**src/rtl/nanocmos_digital_core.sv**
```systemverilog
// Chip-side control core: oversampled UART slave with a 16x8 register file,
// static analog configuration outputs, pixel sample enables and a gated clock.
`timescale 1ns/1ps
module nanocmos_digital_core #(
    parameter int NUMREGS       = 16,
    parameter int PIXEL_NUM_ROW = 7,
    parameter int PIXEL_NUM_COL = 16,
    parameter int OVERSAMPLE    = 16
) (
    input  logic                     CLK,
    input  logic                     RESET_N,
    input  logic                     POSI,
    output logic                     PISO,
    input  logic                     SAMPLE_EN,
    output logic [7:0]               opamp_bias1,
    output logic [7:0]               opamp_bias2,
    output logic [7:0]               spare0,
    output logic [7:0]               spare1,
    output logic [7:0]               spare2,
    output logic [7:0]               spare3,
    output logic [PIXEL_NUM_ROW-1:0] row_sample,
    output logic [PIXEL_NUM_COL-1:0] col_sample,
    output logic                     ADC_EN,
    output logic                     CLK_OUT
);

    localparam int CW = $clog2(OVERSAMPLE);
    localparam int AW = $clog2(NUMREGS);
    localparam int NB = 18;
    localparam int TB = NB + 2;
    localparam logic [CW-1:0] CNT_MID = CW'(OVERSAMPLE / 2);
    localparam logic [CW-1:0] CNT_END = CW'(OVERSAMPLE - 1);
    localparam logic [7:0]    NREG_B  = 8'(NUMREGS);

    typedef enum logic [1:0] {RX_IDLE, RX_START, RX_DATA, RX_STOP} rx_state_t;
    typedef enum logic {TX_IDLE, TX_BUSY} tx_state_t;

    function automatic logic [7:0] reg_default(input int idx);
        case (idx)
            0, 1:    reg_default = 8'h80;
            6:       reg_default = 8'h7F;
            7, 8:    reg_default = 8'hFF;
            9:       reg_default = 8'h03;
            default: reg_default = 8'h00;
        endcase
    endfunction

    // The row mask only has seven storage bits; bit7 always reads back as 0.
    function automatic logic [7:0] wr_mask(input logic [AW-1:0] idx, input logic [7:0] d);
        return (idx == AW'(6)) ? {1'b0, d[6:0]} : d;
    endfunction

    logic [7:0]      r_regs [NUMREGS];
    logic            r_posi_s1, r_posi_s2;
    rx_state_t       r_rx_state, w_rx_next;
    logic [CW-1:0]   r_rx_cnt;
    logic [4:0]      r_rx_bit;
    logic [NB-1:0]   r_rx_shift;
    logic            r_rx_done;
    logic            w_rx_tick, w_rx_sample, w_rx_stop;

    logic            w_wrb, w_in_range, w_wr_en;
    logic [7:0]      w_data, w_addr, w_wr_val, w_rd_val, w_reply_data;
    logic [AW-1:0]   w_idx;
    logic [NB-1:0]   w_reply_payload;

    logic            r_q_vld;
    logic [NB-1:0]   r_q_payload;
    tx_state_t       r_tx_state, w_tx_next;
    logic [CW-1:0]   r_tx_cnt;
    logic [4:0]      r_tx_bit;
    logic [TB-1:0]   r_tx_sh;
    logic            w_tx_load, w_tx_tick;

    logic            r_se_s1, r_se_s2, r_se_s3;
    logic [PIXEL_NUM_ROW-1:0] r_row;
    logic [PIXEL_NUM_COL-1:0] r_col;
    logic            r_adc;
    logic            r_clk_gate;

    always_ff @(posedge CLK or negedge RESET_N) begin
        if (!RESET_N) begin
            r_posi_s1 <= 1'b1;
            r_posi_s2 <= 1'b1;
        end else begin
            r_posi_s1 <= POSI;
            r_posi_s2 <= r_posi_s1;
        end
    end

    assign w_rx_tick   = (r_rx_cnt == CNT_END);
    assign w_rx_sample = (r_rx_state == RX_DATA) && w_rx_tick;
    assign w_rx_stop   = (r_rx_state == RX_STOP) && w_rx_tick;

    always_ff @(posedge CLK or negedge RESET_N) begin
        if (!RESET_N) r_rx_state <= RX_IDLE;
        else          r_rx_state <= w_rx_next;
    end

    // A start bit is re-checked at mid-bit so short glitches are rejected.
    always_comb begin
        w_rx_next = r_rx_state;
        case (r_rx_state)
            RX_IDLE:  if (!r_posi_s2) w_rx_next = RX_START;
            RX_START: if (r_rx_cnt == CNT_MID) w_rx_next = r_posi_s2 ? RX_IDLE : RX_DATA;
            RX_DATA:  if (w_rx_tick && r_rx_bit == 5'(NB - 1)) w_rx_next = RX_STOP;
            RX_STOP:  if (w_rx_tick) w_rx_next = RX_IDLE;
            default:  w_rx_next = RX_IDLE;
        endcase
    end

    always_ff @(posedge CLK or negedge RESET_N) begin
        if (!RESET_N) begin
            r_rx_cnt   <= '0;
            r_rx_bit   <= '0;
            r_rx_shift <= '0;
            r_rx_done  <= 1'b0;
        end else begin
            if (r_rx_state == RX_IDLE || r_rx_state != w_rx_next || w_rx_tick)
                r_rx_cnt <= '0;
            else
                r_rx_cnt <= r_rx_cnt + 1'b1;
            if (r_rx_state == RX_START)
                r_rx_bit <= '0;
            else if (w_rx_sample)
                r_rx_bit <= r_rx_bit + 5'd1;
            if (w_rx_sample)
                r_rx_shift <= {r_posi_s2, r_rx_shift[NB-1:1]};
            r_rx_done <= w_rx_stop && r_posi_s2 && (^r_rx_shift);
        end
    end

    // Shift register is stable until the next frame's first data sample.
    assign w_wrb        = r_rx_shift[0];
    assign w_data       = r_rx_shift[8:1];
    assign w_addr       = r_rx_shift[16:9];
    assign w_in_range   = (w_addr < NREG_B);
    assign w_idx        = w_addr[AW-1:0];
    assign w_wr_en      = r_rx_done && !w_wrb && w_in_range;
    assign w_wr_val     = wr_mask(w_idx, w_data);
    assign w_rd_val     = w_in_range ? r_regs[w_idx] : 8'h00;
    assign w_reply_data = w_wr_en ? w_wr_val : w_rd_val;
    assign w_reply_payload = {~^{w_addr, w_reply_data, 1'b1}, w_addr, w_reply_data, 1'b1};

    always_ff @(posedge CLK or negedge RESET_N) begin
        if (!RESET_N) begin
            for (int i = 0; i < NUMREGS; i++)
                r_regs[i] <= reg_default(i);
        end else if (w_wr_en) begin
            r_regs[w_idx] <= w_wr_val;
        end
    end

    assign w_tx_load = (r_tx_state == TX_IDLE) && r_q_vld;
    assign w_tx_tick = (r_tx_cnt == CNT_END);

    // One-deep reply queue; the slot frees in the same cycle the TX takes it.
    always_ff @(posedge CLK or negedge RESET_N) begin
        if (!RESET_N) begin
            r_q_vld     <= 1'b0;
            r_q_payload <= '0;
        end else if (r_rx_done && (!r_q_vld || w_tx_load)) begin
            r_q_vld     <= 1'b1;
            r_q_payload <= w_reply_payload;
        end else if (w_tx_load) begin
            r_q_vld     <= 1'b0;
        end
    end

    always_ff @(posedge CLK or negedge RESET_N) begin
        if (!RESET_N) r_tx_state <= TX_IDLE;
        else          r_tx_state <= w_tx_next;
    end

    always_comb begin
        w_tx_next = r_tx_state;
        case (r_tx_state)
            TX_IDLE: if (r_q_vld) w_tx_next = TX_BUSY;
            TX_BUSY: if (w_tx_tick && r_tx_bit == 5'(TB - 1)) w_tx_next = TX_IDLE;
            default: w_tx_next = TX_IDLE;
        endcase
    end

    // Idle line is the all-ones shift register, so PISO comes straight off a flop.
    always_ff @(posedge CLK or negedge RESET_N) begin
        if (!RESET_N) begin
            r_tx_cnt <= '0;
            r_tx_bit <= '0;
            r_tx_sh  <= '1;
        end else if (w_tx_load) begin
            r_tx_cnt <= '0;
            r_tx_bit <= '0;
            r_tx_sh  <= {1'b1, r_q_payload, 1'b0};
        end else if (r_tx_state == TX_BUSY) begin
            if (w_tx_tick) begin
                r_tx_cnt <= '0;
                r_tx_bit <= r_tx_bit + 5'd1;
                r_tx_sh  <= {1'b1, r_tx_sh[TB-1:1]};
            end else begin
                r_tx_cnt <= r_tx_cnt + 1'b1;
            end
        end
    end

    assign PISO = r_tx_sh[0];

    always_ff @(posedge CLK or negedge RESET_N) begin
        if (!RESET_N) begin
            r_se_s1 <= 1'b0;
            r_se_s2 <= 1'b0;
            r_se_s3 <= 1'b0;
            r_row   <= '0;
            r_col   <= '0;
            r_adc   <= 1'b0;
        end else begin
            r_se_s1 <= SAMPLE_EN;
            r_se_s2 <= r_se_s1;
            r_se_s3 <= r_se_s2;
            r_row   <= r_se_s2 ? r_regs[6][PIXEL_NUM_ROW-1:0] : '0;
            r_col   <= r_se_s2 ? PIXEL_NUM_COL'({r_regs[8], r_regs[7]}) : '0;
            r_adc   <= r_se_s3 && !r_se_s2 && r_regs[9][1];
        end
    end

    // Enable is captured only while CLK is low so the gated clock never glitches.
    always_latch begin
        if (!CLK) r_clk_gate <= r_regs[9][0];
    end

    assign CLK_OUT     = CLK & r_clk_gate;
    assign row_sample  = r_row;
    assign col_sample  = r_col;
    assign ADC_EN      = r_adc;
    assign opamp_bias1 = r_regs[0];
    assign opamp_bias2 = r_regs[1];
    assign spare0      = r_regs[2];
    assign spare1      = r_regs[3];
    assign spare2      = r_regs[4];
    assign spare3      = r_regs[5];

endmodule

```
**config.mk**
```make
export PLATFORM = sky130hd
export DESIGN_NAME = nanocmos_digital_core
export DESIGN_NICKNAME = d
export VERILOG_FILES = /design/src/rtl/nanocmos_digital_core.sv
export SDC_FILE = /design/constraint.sdc
export NUM_CORES = 1
export LEC_CHECK = 0
export ABC_CLOCK_PERIOD_IN_PS = 2500
export CORE_UTILIZATION = 53
export DETAILED_ROUTE_END_ITERATION = 7
export PLACE_DENSITY = 0.87
export SKIP_CTS_REPAIR_TIMING = 1
export SLEW_MARGIN = 20
export SYNTH_ARGS = -nofsm -noshare
export SYNTH_HDL_FRONTEND = slang
export SYNTH_SLANG_ARGS = --single-unit
```
**constraint.sdc**
```tcl
create_clock -name CLK -period 2.5 [get_ports CLK]
set_input_delay 0.625 -clock CLK [delete_from_list [all_inputs] [get_ports CLK]]
set_output_delay 0.625 -clock CLK [all_outputs]
set_load 0.01 [all_outputs]
```
==> reports/qor.txt <==
Outcome -> finished, violations left
Violated checks -> negative setup slack
Worst Skew -> 14.5 ps
Leakage power -> 6.04 nW
Mapped Nets -> 884
CP delay by family, top -> latches
Reg2Reg Setup Slack -> -330 ps
Commonest non-fill, non-tap cell in the layout -> dfrtp_1
Setup TNS -> -1280 ps
RR Endpoint -> r_q_payload[17]
Layout cells sized above 1 -> 0.378
Via density -> 5.93
Largest net degree at the start of global routing -> 63
Grt ovf -> 0
Unique masters post-synth -> 50
Syn Area/Cell -> 12.5 µm²
Net Sw Frac -> 0.226
Pwr per Cell Area -> 611 nW/µm²
Most Crowded Layer GR -> met2
Vias in the first global route -> 7560
Cell count after synthesis -> 874
Clk_lat worst skew -> 630 ps
Die area -> 21100 µm²
Startpoint types -> latch
RSZ-0062 raised after global routing -> true
Crit path buf inv count -> 1
Final hold slack -> 356 ps
Worst hold path class -> reg -> reg
FF/Latch Area -> 5960 µm²
P&R area growth vs syn -> 20.4%
WL/cell -> 21.5 µm
Ys Warns -> 0
Ports -> 78
Multi-input gate area -> 4370 µm²
Comb power frac -> 0.031
Total Wirelength -> 27.0 mm
DRC -> 0
Setup slack after layout -> -660 ps
Crit-path max FO -> 1
Slowest cell on crit path -> dlxtn_2
Worst Path Required -> 1880 ps
Hold Fails Final Rpt -> 0
Area contributors post-synth -> dfrtp_1, mux2_2, dfstp_2
WHS Path Cells -> 0
Seq pwr share -> 0.492
Clock power share -> 0.477
CP Depth -> 2
CP Class -> latch -> out
Top cell type's share of synthesized area -> 0.429
Peak supply drop -> 0.559 mV
CP endpoint kind -> output port
Die X -> 145 µm
Reg-to-Reg Start -> r_rx_shift[9]
Total GRT Usage -> 0.249
Vias -> 7452
Worst-Margin Slew -> 760 ps
NumNets Final -> 978
DP Wirelength -> 16.3 mm
Die height -> 145 µm
Critical path data arrival time -> 2540 ps
Max-cap viol count -> 0
Fillers -> 1338
Reg clk slew, reported paths -> 50 ps
Met1 track demand over resource -> 0.326
IO Port Bufs -> 77
Initial antenna violation count -> 0
Cell count of the worst reg-to-reg path -> 10
Slew Viols, Final -> 0
Row count -> 52
Post-Syn Area -> 10900 µm²
Met2 Use GR -> 0.404
First-pass GRT wire length -> 41.5 mm
#FFs+latches synth -> 236
CTS tree -> done
CP Cell Sequence -> and2_4, buf_6
Core area -> 20200 µm²
GP Congestion -> 0.849
Switching power total -> 1.81 mW
Worst Hold Launch -> r_se_s1
Slew headroom -> 0.493
Most frequent cells in the layout -> dfrtp_1, mux2_2, nand2_1
Synth area leader -> dfrtp_1
Max stage delay on crit path -> 410 ps
Post-DRT Antenna Nets -> 0
Final setup vio count -> 18
First-pass DRT Iterations -> 7
M3 GR Usage -> 0.0486
Initial DRC Count -> 725
Int Pwr -> 6.20 mW
WHS Endpoint -> r_se_s2
Initial Util -> 0.540
[registers in the layout, summed over array words and instances (netlist names), 2 cells and up]
| name | flops |
|---|---|
| r_regs | 80 |
| r_rx_state | 2 |
| r_rx_shift | 18 |
| r_tx_cnt | 4 |
| r_tx_bit | 5 |
| spare3 | 8 |
| spare0 | 8 |
| opamp_bias1 | 8 |
| spare2 | 8 |
| row_sample | 7 |
| col_sample | 16 |
| opamp_bias2 | 8 |
| spare1 | 8 |
| r_tx_sh | 19 |
| r_rx_cnt | 4 |
| r_rx_bit | 5 |
| r_q_payload | 18 |
[cell usage after synthesis (all sizes together)]
cell	n
a31oi	19
o22ai	1
o21a	1
nor3	2
a21boi	1
mux2i	17
or2	3
mux2	130
dfrtp	187
ha	6
nand3	13
a32oi	1
a21oi	13
mux4	32
a211o	1
a41oi	1
nor2	62
nand3b	3
xor2	8
a22o	2
a211oi	5
nand4b	1
dlxtn	1
nand4	4
o21ai	26
a21o	1
or4	1
inv	7
nor4	2
buf	60
nor2b	4
and3	2
a22oi	1
and2b	1
nand2b	8
xnor3	1
clkbuf	41
nand2	113
xnor2	19
dfstp	48
and2	25
[stage by stage]
stage	utilization	setup WS [ps]	cells	instance area, µm²	power [mW]
2_1_floorplan	-	-30.6	874	10900	4.13
3_3_place_gp	0.598	-363	1198	12100	4.24
3_5_place_dp	0.598	-374	1198	12100	4.26
4_1_cts	0.641	-1140	1246	12900	8.04
5_1_grt	0.650	-688	1256	13100	8.28
6_report	0.651	-660	1257	13100	8.01
[cells by family (layout without fill, tap and decap cells)]
family | Yosys count | in the layout | synth area share
mux | 179 | 179 | 0.220
flops | 235 | 235 | 0.545
other cells | 0 | 1 | 0
fa+ha+maj | 6 | 6 | 0.00689
simple gates | 244 | 244 | 0.0994
compound gates | 73 | 73 | 0.0429
latches | 1 | 1 | 0.00138
buf+inv | 108 | 220 | 0.0598
xor+xnor | 28 | 28 | 0.0245
[cell type report]
| class | count | share of cell area |
|---|---|---|
| Tap cell | 270 | 0.0257 |
| Inverter | 7 | 0.00200 |
| Multi-Input combinational cell | 530 | 0.333 |
| Timing Repair Buffer | 164 | 0.117 |
| Antenna cell | 1 | 0.000191 |
| Clock inverter | 17 | 0.00973 |
| Clock buffer | 32 | 0.0574 |
| Sequential cell | 236 | 0.454 |
[how the worst max path moves through the flow]
stage | start | endpoint | slack (ps)
after floorplan | r_rx_shift[9] | r_q_payload[17] | -30
after global placement | r_clk_gate | CLK_OUT | -360
after detailed placement | r_clk_gate | CLK_OUT | -370
after CTS | r_clk_gate | CLK_OUT | -1140
after global routing | r_clk_gate | CLK_OUT | -690
final | r_clk_gate | CLK_OUT | -660
[metal layers]
metal / routed length [µm] / vias up
met3: 1740 / 100
met1: 10800 / 3788
met2: 13200 / 408
met4: 1220 / 0
met5: 0 / -
li1: - / 3156
[power groups by stage]
stage                     clock network (mW)  logic [mW]  registers, mW
after floorplan                   0.00000120       0.152           3.98
after global placement            0.00000120       0.245           4.00
after detailed placement          0.00000120       0.257           4.00
after CTS                               3.84       0.257           3.94
after global routing                    4.04       0.298           3.95
final                                   3.82       0.252           3.94
Power figures use the tool's default switching activity.
